===== src/rtl/centipede_pkg.sv =====
// Shared constants and types for the centipede ROM download path.
// Used by the ioctl loader and its reset stretcher.
package centipede_pkg;

    localparam int         ROM_BYTES_DEFAULT = 16384;
    localparam logic [7:0] DL_INDEX_ROM      = 8'd0;

    typedef enum logic {
        IDLE,
        STROBE
    } dl_state_t;

    // Byte counter stops at all-ones instead of wrapping.
    function automatic logic [16:0] sat_inc17(input logic [16:0] value);
        return (&value) ? value : value + 17'd1;
    endfunction

endpackage


===== src/rtl/dl_reset_stretch.sv =====
// Loadable down-counter that keeps the core in reset while a load is running
// and for RST_EXTEND cycles after the load input drops.
module dl_reset_stretch #(
    parameter int RST_EXTEND = 16
) (
    input  logic clk,
    input  logic rst,
    input  logic load,
    output logic busy,
    output logic expiring
);

    logic [7:0] count;

    // Starting loaded means the core also sits in reset for RST_EXTEND
    // cycles after the system reset is released.
    always_ff @(posedge clk or posedge rst) begin
        if (rst) begin
            count <= 8'(RST_EXTEND);
        end else if (load) begin
            count <= 8'(RST_EXTEND);
        end else if (count != 8'd0) begin
            count <= count - 8'd1;
        end
    end

    assign busy     = (count != 8'd0);
    assign expiring = !load && (count == 8'd1);

endmodule


===== src/rtl/centipede_dl_loader.sv =====
// Adapter from the host ioctl byte stream to the centipede ROM-load port:
// index filter, bounds check, fixed-length write strobe and load status.
module centipede_dl_loader
    import centipede_pkg::*;
#(
    parameter logic [7:0] ROM_INDEX  = DL_INDEX_ROM,
    parameter int         ROM_BYTES  = ROM_BYTES_DEFAULT,
    parameter int         WR_HOLD    = 2,
    parameter int         RST_EXTEND = 16
) (
    input  logic        clk_12,
    input  logic        reset,
    input  logic        ioctl_download,
    input  logic        ioctl_wr,
    input  logic [24:0] ioctl_addr,
    input  logic [7:0]  ioctl_dout,
    input  logic [7:0]  ioctl_index,
    output logic        ioctl_wait,
    output logic [15:0] dn_addr,
    output logic [7:0]  dn_data,
    output logic        dn_wr,
    output logic        core_reset,
    output logic        rom_ready,
    output logic        overflow,
    output logic [16:0] byte_count
);

    // Handshake: ioctl_wr is a one-cycle valid with no retry; ioctl_wait high
    // means not-ready, and any byte offered while it is high is lost and flagged.

    dl_state_t  state;
    logic [2:0] hold_cnt;
    logic       active;
    logic       active_q;
    logic       active_rise;
    logic       in_range;
    logic       hold_reset;
    logic       stretch_busy;
    logic       stretch_expiring;

    assign active      = ioctl_download && (ioctl_index == ROM_INDEX);
    assign active_rise = active && !active_q;
    assign in_range    = (ioctl_addr < 25'(ROM_BYTES));
    // A strobe that outlives the download window keeps the core in reset.
    assign hold_reset  = active || (state == STROBE);

    dl_reset_stretch #(
        .RST_EXTEND(RST_EXTEND)
    ) u_reset_stretch (
        .clk     (clk_12),
        .rst     (reset),
        .load    (hold_reset),
        .busy    (stretch_busy),
        .expiring(stretch_expiring)
    );

    assign core_reset = stretch_busy;

    always_ff @(posedge clk_12 or posedge reset) begin
        if (reset) begin
            state      <= IDLE;
            hold_cnt   <= 3'd0;
            active_q   <= 1'b0;
            ioctl_wait <= 1'b0;
            dn_addr    <= 16'd0;
            dn_data    <= 8'd0;
            dn_wr      <= 1'b0;
            rom_ready  <= 1'b0;
            overflow   <= 1'b0;
            byte_count <= 17'd0;
        end else begin
            active_q <= active;

            if (active_rise) begin
                byte_count <= 17'd0;
                overflow   <= 1'b0;
                rom_ready  <= 1'b0;
            end

            // Lands on the same edge that the stretcher releases core_reset.
            if (stretch_expiring && (byte_count != 17'd0) && !overflow) begin
                rom_ready <= 1'b1;
            end

            case (state)
                IDLE: begin
                    if (ioctl_wr && active) begin
                        if (in_range) begin
                            state      <= STROBE;
                            dn_addr    <= ioctl_addr[15:0];
                            dn_data    <= ioctl_dout;
                            dn_wr      <= 1'b1;
                            ioctl_wait <= 1'b1;
                            hold_cnt   <= 3'(WR_HOLD - 1);
                            byte_count <= active_rise ? 17'd1 : sat_inc17(byte_count);
                        end else begin
                            overflow <= 1'b1;
                        end
                    end
                end
                STROBE: begin
                    if (ioctl_wr) begin
                        overflow <= 1'b1;
                    end
                    if (hold_cnt == 3'd0) begin
                        state      <= IDLE;
                        dn_wr      <= 1'b0;
                        ioctl_wait <= 1'b0;
                    end else begin
                        hold_cnt <= hold_cnt - 3'd1;
                    end
                end
                default: begin
                    state <= IDLE;
                end
            endcase
        end
    end

endmodule


===== config.mk =====
export PLATFORM = sky130hd
export DESIGN_NAME = centipede_dl_loader
export DESIGN_NICKNAME = d
export VERILOG_FILES = /design/src/rtl/centipede_pkg.sv /design/src/rtl/dl_reset_stretch.sv /design/src/rtl/centipede_dl_loader.sv
export SDC_FILE = /design/constraint.sdc
export NUM_CORES = 1
export LEC_CHECK = 0
export CAP_MARGIN = 20
export CORE_ASPECT_RATIO = 0.75
export CORE_MARGIN = 4
export CORE_UTILIZATION = 50
export DETAILED_ROUTE_END_ITERATION = 10
export PLACE_DENSITY = 0.88
export SYNTH_ARGS = -nofsm -noshare
export SYNTH_HDL_FRONTEND = slang
export SYNTH_SLANG_ARGS = --single-unit

===== constraint.sdc =====
create_clock -name clk_12 -period 4.7 [get_ports clk_12]
set_input_delay 0.47 -clock clk_12 [delete_from_list [all_inputs] [get_ports clk_12]]
set_output_delay 0.47 -clock clk_12 [all_outputs]
set_load 0.01 [all_outputs]

==> results.md <==
- Grt peak-use layer: met2
- Final setup margin: 1.70 ns
- GPL Wtd Cong: 0.821
- WL/cell: 15.8 um
- Die width: 94.8 um
- Mean number of vias per cell: 5.44
- Fin Clk Skew: 0.00902 ns
- Worst-margin pin slew: 0.793 ns
- Mapped Avg Cell Area: 11.1 um2
- Final setup vio count: 0
- Commonest cells in the netlist: dfrtp_1 (56), mux2_2 (24), nor2_1 (23)
- Fraction of layout cells with a size suffix above 1: 15.1%
- Hold Path Class: register to register
- Drt first-iter violations: 117
- Synthesis-to-finish area growth: 41.1%
- Required @ worst endpoint: 4.92 ns
- H-tree levels: 3
- Max FO, Critical Path: 15
- N_diodes: 0
- Worst-skew pair later-pin latency: 0.34 ns
- I/O pin count: 91
- Syn Std Cell Area: 2820 um2
- Vias: 2322
- Critical Path Start Type: register
- CP Class: register to register
- Port bufs: 90
- Initial antenna violation count: 0
- Top cells by area, synth: dfrtp_1 (50%), mux2_2 (9.6%), ha_1 (3.5%)
- Cell Rows: 23
- Final Max Slew Viols: 0
- Maxcap violations: 0
- GR Util met3: 6.70%
- DRC errors left: 0
- Synthesized netlist cell count: 254
- Run status: finished clean
- Synthesized net count: 307
- First-pass GRT wire length: 11.1 mm
- Leading area contributor after synthesis: dfrtp_1
- Final Hold Viols: 0
- # nets final: 400
- Largest net degree at the start of global routing: 58
- Main synth FF type: dfrtp_1
- Fin Setup TNS: 0 ns
- Peak supply drop: 0.175 mV
- Period utilisation layout: 63.8%
- Worst slew margin: 46.9%
- Share of the synthesized area in the top cell type: 49.6%
- Core ar.: 5410 um2
- Min Clock Period, post-route: 3.00 ns
- CTS buffer count: 9
- Worst setup EP type: register
- Cts repair resizes: 0
- RSZ-0062 raised after global routing: no
- Synth Warn #: 0
- GRT met2 Usage: 34.8%
- Gr usage total: 21.0%
- Drt first pass iters: 4
- CTS tree: yes
- Die Y: 73.1 um
- Most frequent cell after synthesis: dfrtp_1
- Post-synth EDFFs: 0
- Lkg Pwr: 1.76 nW
- Antenna-violating nets left: 0
- Pwr dens: 300 nW/um2
- Hold Buf Count CTS: 0
- WP data arrival: 3.22 ns
- CTS Sinks: 57
- Register clock-pin slew on the reported worst setup and hold paths: 0.07 ns
- Vias in the first global route: 2333
- Clock root buffer: clkbuf_8
- Sequential area share after synthesis: 50.6%
- Initial Util: 52.2%
- Post-Place Cell Area: 3790 um2
- Full die area: 6920 um2
- Yosys reg bits: 57
- Max clock buf depth: 2
- Overflow after GRT: 0
- Hold_ws: 0.505 ns
- Final WL: 6.77 mm
- Unique cell type count in the Yosys netlist: 48
- Met1 GRT Util: 26.1%
- Achievable frequency: 334 MHz
- Post-synth ARST share: 100%
- Post-place setup slack: 1.59 ns
- DPL Wire Length: 5.03 mm
- Postcts setup bufs: 0
- Finished Cell Area: 3980 um2
-- logic make-up (layout without fill, tap and decap cells) --
group / Yosys count / after routing / synth area share, %
AOI/OAI and AO/OA: 26 / 26 / 6.21
xor gates and xnor gates: 7 / 7 / 2.17
adders and majority gates: 8 / 8 / 3.55
buffers and inverters: 23 / 121 / 3.41
DFF: 57 / 57 / 50.6
muxes: 29 / 29 / 11.3
and+or+nand+nor: 104 / 104 / 22.7
-- area by class of cell --
type / instances / area [um2]
Sequential cell: 57 / 1430
Fill cell: 411 / 1430
Multi-Input combinational cell: 174 / 1300
Timing Repair Buffer: 92 / 916
Clock buffer: 11 / 141
Tap cell: 75 / 93.8
Clock inverter: 5 / 55.1
Inverter: 13 / 48.8
-- placed cells by master, fill, tap and decap left out, types with 3 or more instances in the layout --
| cell | Yosys | routed |
|---|---|---|
| clkdlybuf4s50_1 | 0 | 90 |
| dfrtp_1 | 56 | 56 |
| mux2_2 | 24 | 24 |
| nor2_1 | 23 | 22 |
| nand2_1 | 19 | 19 |
| inv_1 | 12 | 11 |
| clkbuf_8 | 0 | 10 |
| nand3_1 | 8 | 8 |
| ha_1 | 8 | 8 |
| nor4_1 | 7 | 7 |
| nand4_1 | 6 | 6 |
| nor3_1 | 5 | 5 |
| nand2b_1 | 5 | 5 |
| mux2i_1 | 5 | 5 |
| o21ai_0 | 5 | 5 |
| or4_1 | 5 | 5 |
| nor2b_1 | 4 | 4 |
| a21oi_1 | 4 | 4 |
| xor2_1 | 4 | 4 |
| o211ai_1 | 4 | 4 |
| nand4b_1 | 3 | 3 |
| xnor2_1 | 3 | 3 |
| and4_1 | 3 | 3 |
| and2_1 | 3 | 3 |
-- layer usage --
metal	share of wire (%)	up-vias
li1	-	1098
met1	42	1136
met2	50	80
met3	6.8	8
met4	0.90	0
met5	0	-
-- critical path: stages, from the launching register on --
cell and delay (ns):
dfrtp_1 0.49, and4_1 0.30, nand4_1 0.22, nor4_1 0.32, ha_1 0.37, nor3b_1 0.09
and4_1 0.24, nand2_1 0.42, nor3_1 0.13, mux2_2 0.30
-- registers in the layout, summed over array words and instances (netlist names) --
register,count
active_q,1
byte_count,17
dn_addr,16
dn_data,8
dn_wr,1
hold_cnt,3
overflow,1
rom_ready,1
state,1
u_reset_stretch.count,8
-- through the flow --
step | power, mW | utilization (%) | cells
global placement | 0.740 | 70.0 | 411
detailed placement | 0.750 | 70.0 | 411
CTS | 1.21 | 73.6 | 427
floorplan | 0.675 | - | 254
global route | 1.25 | 73.6 | 427
finish | 1.20 | 73.6 | 427
-- path summary, 6_finish.rpt --
kind                                    start        endpoint  slack [ns]  cells after the start
worst min-delay path               dn_data[5]      dn_data[5]        0.51                      1
worst min register to register     dn_data[5]      dn_data[5]        0.51                      1
worst max-delay path            byte_count[2]  byte_count[14]        1.70                      9
min in group asynchronous               reset     dn_addr[12]        0.65                      3
worst max register to register  byte_count[2]  byte_count[14]        1.70                      9
max in group asynchronous               reset  byte_count[12]        3.57                      3
-- where the power goes --
part	internal (mW)	switching [mW]	total, mW	leakage, nW
Clock	0.257	0.197	0.454	0.0953
Combinational	0.0933	0.0790	0.172	0.908
Sequential	0.533	0.0367	0.569	0.760
Total	0.883	0.312	1.20	1.76
No activity file was read; power rests on OpenSTA's default activity.
